`src/rtl/branch_sequencer_if.sv`:
```
// Control bundle between the branch sequencer and its datapath.
// BRANCH_STATS_EN adds the taken/not-taken statistics counters.
interface branch_sequencer_if #(
  parameter int CNT_W = 16
);
  logic Run;
  logic MemReady;
  logic BranchOut;
  logic PCout;
  logic MARin;
  logic IncPC;
  logic Zin;
  logic Zlowout;
  logic PCin;
  logic Read;
  logic MDRin;
  logic MDRout;
  logic IRin;
  logic Gra;
  logic Rout;
  logic CONin;
  logic Cout;
  logic Yin;
  logic ADD;
  logic Done;
  logic MemErr;
  logic [2:0] Step;
`ifdef BRANCH_STATS_EN
  logic [CNT_W-1:0] TakenCnt;
  logic [CNT_W-1:0] NotTakenCnt;
`endif

  // Sequencer side: consumes Run/MemReady/BranchOut, drives everything else.
  modport master (
    input  Run, MemReady, BranchOut,
    output PCout, MARin, IncPC, Zin, Zlowout, PCin, Read, MDRin,
    output MDRout, IRin, Gra, Rout, CONin, Cout, Yin, ADD,
    output Done, MemErr, Step
`ifdef BRANCH_STATS_EN
    , output TakenCnt, NotTakenCnt
`endif
  );

  modport slave (
    output Run, MemReady, BranchOut,
    input  PCout, MARin, IncPC, Zin, Zlowout, PCin, Read, MDRin,
    input  MDRout, IRin, Gra, Rout, CONin, Cout, Yin, ADD,
    input  Done, MemErr, Step
`ifdef BRANCH_STATS_EN
    , input TakenCnt, NotTakenCnt
`endif
  );
endinterface

```
`src/rtl/branch_sequencer.sv`:
```
// Fetch/execute step sequencer for conditional branches (brzr/brnz/brpl/brmi).
// Optional BRANCH_STATS_EN adds saturating taken/not-taken counters.
module branch_sequencer #(
  parameter int MEM_TIMEOUT = 15,
  parameter int CNT_W       = 16
) (
  input logic               Clock,
  input logic               Reset,
  branch_sequencer_if.master bus
);
  typedef enum logic [2:0] {
    T0 = 3'd0, T1 = 3'd1, T2 = 3'd2, T3 = 3'd3,
    T4 = 3'd4, T5 = 3'd5, T6 = 3'd6, IDLE = 3'd7
  } state_t;

  localparam logic [8:0] TIMEOUT_L = 9'(MEM_TIMEOUT);

  state_t     state_q, state_d;
  logic [7:0] wait_q, wait_d;
  logic [8:0] wait_inc;
  logic       mem_err_q, err_set;
  logic       done_q;

  assign wait_inc = {1'b0, wait_q} + 9'd1;

  // Step is the registered state, so it doubles as the FSM debug view.
  assign bus.Step   = state_q;
  assign bus.MemErr = mem_err_q;
  assign bus.Done   = done_q;

  always_comb begin
    state_d     = state_q;
    wait_d      = wait_q;
    err_set     = 1'b0;
    bus.PCout   = 1'b0;
    bus.MARin   = 1'b0;
    bus.IncPC   = 1'b0;
    bus.Zin     = 1'b0;
    bus.Zlowout = 1'b0;
    bus.PCin    = 1'b0;
    bus.Read    = 1'b0;
    bus.MDRin   = 1'b0;
    bus.MDRout  = 1'b0;
    bus.IRin    = 1'b0;
    bus.Gra     = 1'b0;
    bus.Rout    = 1'b0;
    bus.CONin   = 1'b0;
    bus.Cout    = 1'b0;
    bus.Yin     = 1'b0;
    bus.ADD     = 1'b0;
    case (state_q)
      IDLE: if (bus.Run && !mem_err_q) state_d = T0;
      T0: begin
        bus.PCout = 1'b1;
        bus.MARin = 1'b1;
        bus.IncPC = 1'b1;
        bus.Zin   = 1'b1;
        state_d   = T1;
      end
      T1: begin
        bus.Zlowout = 1'b1;
        bus.PCin    = 1'b1;
        bus.Read    = 1'b1;
        bus.MDRin   = bus.MemReady;
        if (bus.MemReady) begin
          state_d = T2;
          wait_d  = 8'd0;
        end else if (wait_inc >= TIMEOUT_L) begin
          // Memory never answered: abandon the instruction without Done.
          state_d = IDLE;
          wait_d  = 8'd0;
          err_set = 1'b1;
        end else begin
          wait_d = wait_inc[7:0];
        end
      end
      T2: begin
        bus.MDRout = 1'b1;
        bus.IRin   = 1'b1;
        state_d    = T3;
      end
      T3: begin
        bus.Gra   = 1'b1;
        bus.Rout  = 1'b1;
        bus.CONin = 1'b1;
        state_d   = T4;
      end
      T4: begin
        bus.PCout = 1'b1;
        bus.Yin   = 1'b1;
        state_d   = T5;
      end
      T5: begin
        bus.Cout = 1'b1;
        bus.ADD  = 1'b1;
        bus.Zin  = 1'b1;
        state_d  = T6;
      end
      T6: begin
        // Only the registered condition result reaches the strobes here.
        bus.Zlowout = bus.BranchOut;
        bus.PCin    = bus.BranchOut;
        state_d     = bus.Run ? T0 : IDLE;
      end
      default: state_d = IDLE;
    endcase
  end

  always_ff @(posedge Clock) begin
    if (Reset) begin
      state_q   <= IDLE;
      wait_q    <= 8'd0;
      mem_err_q <= 1'b0;
      done_q    <= 1'b0;
    end else begin
      state_q <= state_d;
      wait_q  <= wait_d;
      done_q  <= (state_q == T6);
      if (err_set) mem_err_q <= 1'b1;
    end
  end

`ifdef BRANCH_STATS_EN
  logic [CNT_W-1:0] taken_q, not_taken_q;

  assign bus.TakenCnt    = taken_q;
  assign bus.NotTakenCnt = not_taken_q;

  always_ff @(posedge Clock) begin
    if (Reset) begin
      taken_q     <= '0;
      not_taken_q <= '0;
    end else if (state_q == T6) begin
      if (bus.BranchOut) begin
        if (taken_q != '1) taken_q <= taken_q + 1'b1;
      end else begin
        if (not_taken_q != '1) not_taken_q <= not_taken_q + 1'b1;
      end
    end
  end
`endif
endmodule

```
`src/flat_wrapper.sv`:
```
// flat-port wrapper written by rule: the top's interface ports become plain ports
module branch_sequencer_flat 
#(
  parameter int MEM_TIMEOUT = 15,
  parameter int CNT_W       = 16
)
  (Clock, Reset, bus_Run, bus_MemReady, bus_BranchOut, bus_PCout, bus_MARin, bus_IncPC, bus_Zin, bus_Zlowout, bus_PCin, bus_Read, bus_MDRin, bus_MDRout, bus_IRin, bus_Gra, bus_Rout, bus_CONin, bus_Cout, bus_Yin, bus_ADD, bus_Done, bus_MemErr, bus_Step);
  branch_sequencer_if #(.CNT_W(CNT_W)) bus_i ();
  input logic Clock;
  input logic Reset;
  input wire logic [$bits(bus_i.Run)-1:0] bus_Run;
  input wire logic [$bits(bus_i.MemReady)-1:0] bus_MemReady;
  input wire logic [$bits(bus_i.BranchOut)-1:0] bus_BranchOut;
  output wire logic [$bits(bus_i.PCout)-1:0] bus_PCout;
  output wire logic [$bits(bus_i.MARin)-1:0] bus_MARin;
  output wire logic [$bits(bus_i.IncPC)-1:0] bus_IncPC;
  output wire logic [$bits(bus_i.Zin)-1:0] bus_Zin;
  output wire logic [$bits(bus_i.Zlowout)-1:0] bus_Zlowout;
  output wire logic [$bits(bus_i.PCin)-1:0] bus_PCin;
  output wire logic [$bits(bus_i.Read)-1:0] bus_Read;
  output wire logic [$bits(bus_i.MDRin)-1:0] bus_MDRin;
  output wire logic [$bits(bus_i.MDRout)-1:0] bus_MDRout;
  output wire logic [$bits(bus_i.IRin)-1:0] bus_IRin;
  output wire logic [$bits(bus_i.Gra)-1:0] bus_Gra;
  output wire logic [$bits(bus_i.Rout)-1:0] bus_Rout;
  output wire logic [$bits(bus_i.CONin)-1:0] bus_CONin;
  output wire logic [$bits(bus_i.Cout)-1:0] bus_Cout;
  output wire logic [$bits(bus_i.Yin)-1:0] bus_Yin;
  output wire logic [$bits(bus_i.ADD)-1:0] bus_ADD;
  output wire logic [$bits(bus_i.Done)-1:0] bus_Done;
  output wire logic [$bits(bus_i.MemErr)-1:0] bus_MemErr;
  output wire logic [$bits(bus_i.Step)-1:0] bus_Step;
  assign bus_i.Run = bus_Run;
  assign bus_i.MemReady = bus_MemReady;
  assign bus_i.BranchOut = bus_BranchOut;
  assign bus_PCout = bus_i.PCout;
  assign bus_MARin = bus_i.MARin;
  assign bus_IncPC = bus_i.IncPC;
  assign bus_Zin = bus_i.Zin;
  assign bus_Zlowout = bus_i.Zlowout;
  assign bus_PCin = bus_i.PCin;
  assign bus_Read = bus_i.Read;
  assign bus_MDRin = bus_i.MDRin;
  assign bus_MDRout = bus_i.MDRout;
  assign bus_IRin = bus_i.IRin;
  assign bus_Gra = bus_i.Gra;
  assign bus_Rout = bus_i.Rout;
  assign bus_CONin = bus_i.CONin;
  assign bus_Cout = bus_i.Cout;
  assign bus_Yin = bus_i.Yin;
  assign bus_ADD = bus_i.ADD;
  assign bus_Done = bus_i.Done;
  assign bus_MemErr = bus_i.MemErr;
  assign bus_Step = bus_i.Step;
  branch_sequencer #(.MEM_TIMEOUT(MEM_TIMEOUT), .CNT_W(CNT_W)) u_core (.Clock(Clock), .Reset(Reset), .bus(bus_i));
endmodule
```
`config.mk`:
```
export PLATFORM = sky130hd
export DESIGN_NAME = branch_sequencer_flat
export DESIGN_NICKNAME = d
export VERILOG_FILES = /design/src/rtl/branch_sequencer_if.sv /design/src/rtl/branch_sequencer.sv /design/src/flat_wrapper.sv
export SDC_FILE = /design/constraint.sdc
export NUM_CORES = 1
export LEC_CHECK = 0
export BUFFER_PORTS_ARGS = -buffer_cell sky130_fd_sc_hd__buf_2
export CELL_PAD_IN_SITES_DETAIL_PLACEMENT = 1
export CELL_PAD_IN_SITES_GLOBAL_PLACEMENT = 2
export CORE_MARGIN = 4
export CORE_UTILIZATION = 29
export DETAILED_ROUTE_END_ITERATION = 12
export MAX_ROUTING_LAYER = met4
export PLACE_DENSITY = 0.82
export SLEW_MARGIN = 25
export SYNTH_ARGS = -nofsm -noshare
export SYNTH_HDL_FRONTEND = slang
export SYNTH_SLANG_ARGS = --single-unit
```
`constraint.sdc`:
```
create_clock -name Clock -period 3.15 [get_ports Clock]
set_clock_uncertainty 0.15 [all_clocks]
set_input_delay 0.1575 -clock Clock [delete_from_list [all_inputs] [get_ports Clock]]
set_output_delay 0.1575 -clock Clock [all_outputs]
set_load 0.01 [all_outputs]
```
==> reports/qor.yml <==
clocking:
  numCtsBuffers: 3
  post_cts_resize_count: 0
  postCtsHoldBufs: 0
  clock_sinks: 13
  tritoncts: "yes"
  insertion_delay_ns: 0.27
  cts.clk_slew.worst_paths_ns: 0.08
  root_buffer: "clkbuf_4"
  clockBufferDepth: 2
  post_cts.repair.setup_buffers: 0
  h-tree-depth: 1
cells_and_area:
  n_antenna_cell: 0
  nets: 128
  drive_above_1_share_pct: 31.67
  design_area_um2: 939.7
  area_growth_pct: 15.89
timing:
  setup_tns_ns: 0
  setup_violations: 0
  worstMarginPinSlew_ns: 0.4659
  timing.final.crit_share_pct: 74.25
  fin_crit_ns: 2.339
  fmax_mhz: 427.6
  rsz0062_at_grt: "no"
  maxSlewHeadroom_pct: 68.90
  worst_slack_ns: 0.8112
  hold_viol: 0
  report.final.slew_viol_count: 0
critical_path:
  cp_slowest_cell: "or4b_4"
  r2r-start: "u_core.wait_q[0]"
  required_ns: 3.16
  critPathKind: "reg -> reg"
  critPathMaxStageDelay_ns: 0.59
  rrSetupSlack_ns: 0.81
  worstRegToRegCells: 5
  path_buf_inv: 0
  start_kind: "flop"
  endpoint_kind: "flop"
  cp_max_fo: 9
  crit_chain: "ha_1 > or4b_4 > a2111oi_4 > and3_1 > o21ai_1"
  path_depth: 5
  cp.arrival_ns: 2.35
  rr_endpoint: "u_core.bus.Step[1]"
  crit_end: "u_core.bus.Step[1]"
  crit_start: "u_core.wait_q[0]"
  critPathTopFamily: "simple AND/OR/NAND/NOR gates"
yosys:
  ys_types: 35
  syn_nets: 107
  synth.yosys.seq_area_share_pct: 32.10
  synth_cells: 100
  avgSynthCellArea_um2: 8.108
  synth_seq_cells: 13
  synth_area_um2: 810.8
  ys_warn_count: 0
placement:
  place.gp.congestion: 0.7185
  placed_cell_area_um2: 913.4
  pre_cts_ws_ns: 0.8307
  dpl.hpwl_um: 1596
  portBuffers: 25
route:
  firstDrtPassIters: 4
  wl_um: 2108
  vias: 802
  drt-initial-drc-count: 29
  drc: 0
  ant_nets: 0
  routed_via_density: 5.347
  wl_per_cell_um: 14.05
outcome:
  status: "finished, final reports clean"
global_route:
  overflow: 0
  grt_use_total_pct: 13.36
  grt_max_degree: 16
  grt_pass1_vias: 778
  grt_pass1_wl_um: 3677
  antenna_found_initial: 0
min_path:
  hp-start: "Reset"
  hold_path_class: "in -> reg"
floorplanning:
  core_area_mm2: 0.002567
  initial_core_util_pct: 31.58
  fp-row-count: 18
  ioPinCount: 26
  die_h_um: 60.88
  die-area_mm2: 0.003706
  die_w_um: 60.88
pwr:
  p_leak_uw: 0.0004354
  irDropWorstVdd_uv: 237.7
  p_per_area_mw_per_mm2: 482.8
flow_run:
  drv_cap: 0
-- per-stage QoR --
stage / cells / total power (uW) / utilization [%] / hold WS, ns
3_3_place_gp: 146 / 351.4 / 35.58 / 0.3102
4_1_cts: 150 / 461.0 / 36.60 / 0.02366
3_5_place_dp: 146 / 355.1 / 35.58 / 0.3211
6_report: 150 / 453.6 / 36.60 / 0.02769
5_1_grt: 150 / 491.8 / 36.60 / 0.03805
2_1_floorplan: 100 / 309.8 / - / 0.1834
-- worst min-delay path by stage --
stage	endpoint	slack (ns)	cells after the start
2_1_floorplan	u_core.bus.MemErr	0.18	2
3_3_place_gp	u_core.wait_q[1]	0.31	2
3_5_place_dp	u_core.bus.MemErr	0.32	2
4_1_cts	u_core.wait_q[0]	0.02	2
5_1_grt	u_core.wait_q[0]	0.04	2
6_report	u_core.wait_q[0]	0.03	2
-- synth_stat cells --
cell / n / area [um^2]
nand4b_1: 1 / 8.760
a31oi_1: 1 / 6.260
and2_1: 6 / 37.54
nor4b_1: 1 / 8.760
nor3_1: 3 / 15.01
o21ai_0: 2 / 10.01
ha_1: 2 / 25.02
nor3b_1: 1 / 7.510
clkbuf_1: 2 / 7.510
buf_4: 7 / 52.55
nand3_1: 3 / 15.01
nand3b_1: 1 / 7.510
and3b_1: 1 / 8.760
o211ai_1: 3 / 22.52
or4b_4: 1 / 13.76
and3_1: 2 / 12.51
nand2_2: 1 / 6.260
nor2_1: 8 / 30.03
a21oi_1: 8 / 40.04
o21bai_1: 2 / 15.01
o221a_2: 1 / 11.26
dfxtp_1: 13 / 260.3
a211o_2: 1 / 10.01
a211o_1: 1 / 8.760
a21o_2: 1 / 8.760
nand4_1: 3 / 18.77
o211ai_2: 1 / 12.51
or2_2: 2 / 12.51
o21ai_1: 2 / 10.01
a2111oi_4: 1 / 27.53
inv_1: 4 / 15.01
nand2_1: 11 / 41.29
nand3_2: 1 / 10.01
nor2b_1: 1 / 6.260
a211oi_1: 1 / 7.510
-- state kept, by name (all words and copies together), names as in the netlist --
| signal | flops |
|---|---|
| u_core.wait_q | 8 |
| u_core.bus.Step | 3 |
| u_core.bus.Done | 1 |
| u_core.bus.MemErr | 1 |
-- final cells by class --
class | instances | area [um^2]
Fill cell | 346 | 1628
Tap cell | 30 | 37.54
Clock buffer | 4 | 26.28
Timing Repair Buffer | 25 | 125.1
Sequential cell | 13 | 260.3
Multi-Input combinational cell | 74 | 475.5
Inverter | 4 | 15.01
-- metal layers --
layer	global-route usage, %	up-vias	share of wire (%)
met2	20.92	12	49
met5	-	-	0
met4	3.715	0	0
met3	1.915	0	2.5
met1	17.88	395	48
li1	-	395	-
-- logic make-up after synthesis --
| family | Yosys count | share of synthesized area [%] |
|---|---|---|
| and+or+nand+nor | 47 | 32.10 |
| buffers and inverters | 13 | 9.259 |
| AOI/OAI and AO/OA | 25 | 23.46 |
| adders and majority gates | 2 | 3.086 |
| DFF | 13 | 32.10 |
-- power breakdown --
part           internal, uW  leakage [uW]  total [uW]  switching [uW]
sequential              177      0.000106         209            32.4
combinational          58.7      0.000315         139            80.7
clock                  49.0     0.0000150         105            56.1
total                   284      0.000435         454             169
-- cell usage in the layout (no fill, tap or decap), types with 2 or more instances in the layout --
cell type  netlist  final
nor2_1           8      8
ha_1             2      2
clkbuf_4         0      3
and2_1           6      6
buf_2            0     25
or2_2            2      2
nand4_1          3      3
o21ai_1          2      2
o21ai_0          2      2
dfxtp_1         13     13
o211ai_1         3      3
a21oi_1          8      8
nand3_1          3      3
o21bai_1         2      2
nor3_1           3      3
nand2_1         11     11
and3_1           2      2
inv_1            4      4
-- worst register-to-register path: stages, from the launching register on --
cell	delay (ns)
dfxtp_1	0.39
ha_1	0.32
or4b_4	0.59
a2111oi_4	0.45
and3_1	0.24
o21ai_1	0.08
Note: power is estimated with default switching activity, not from simulation.
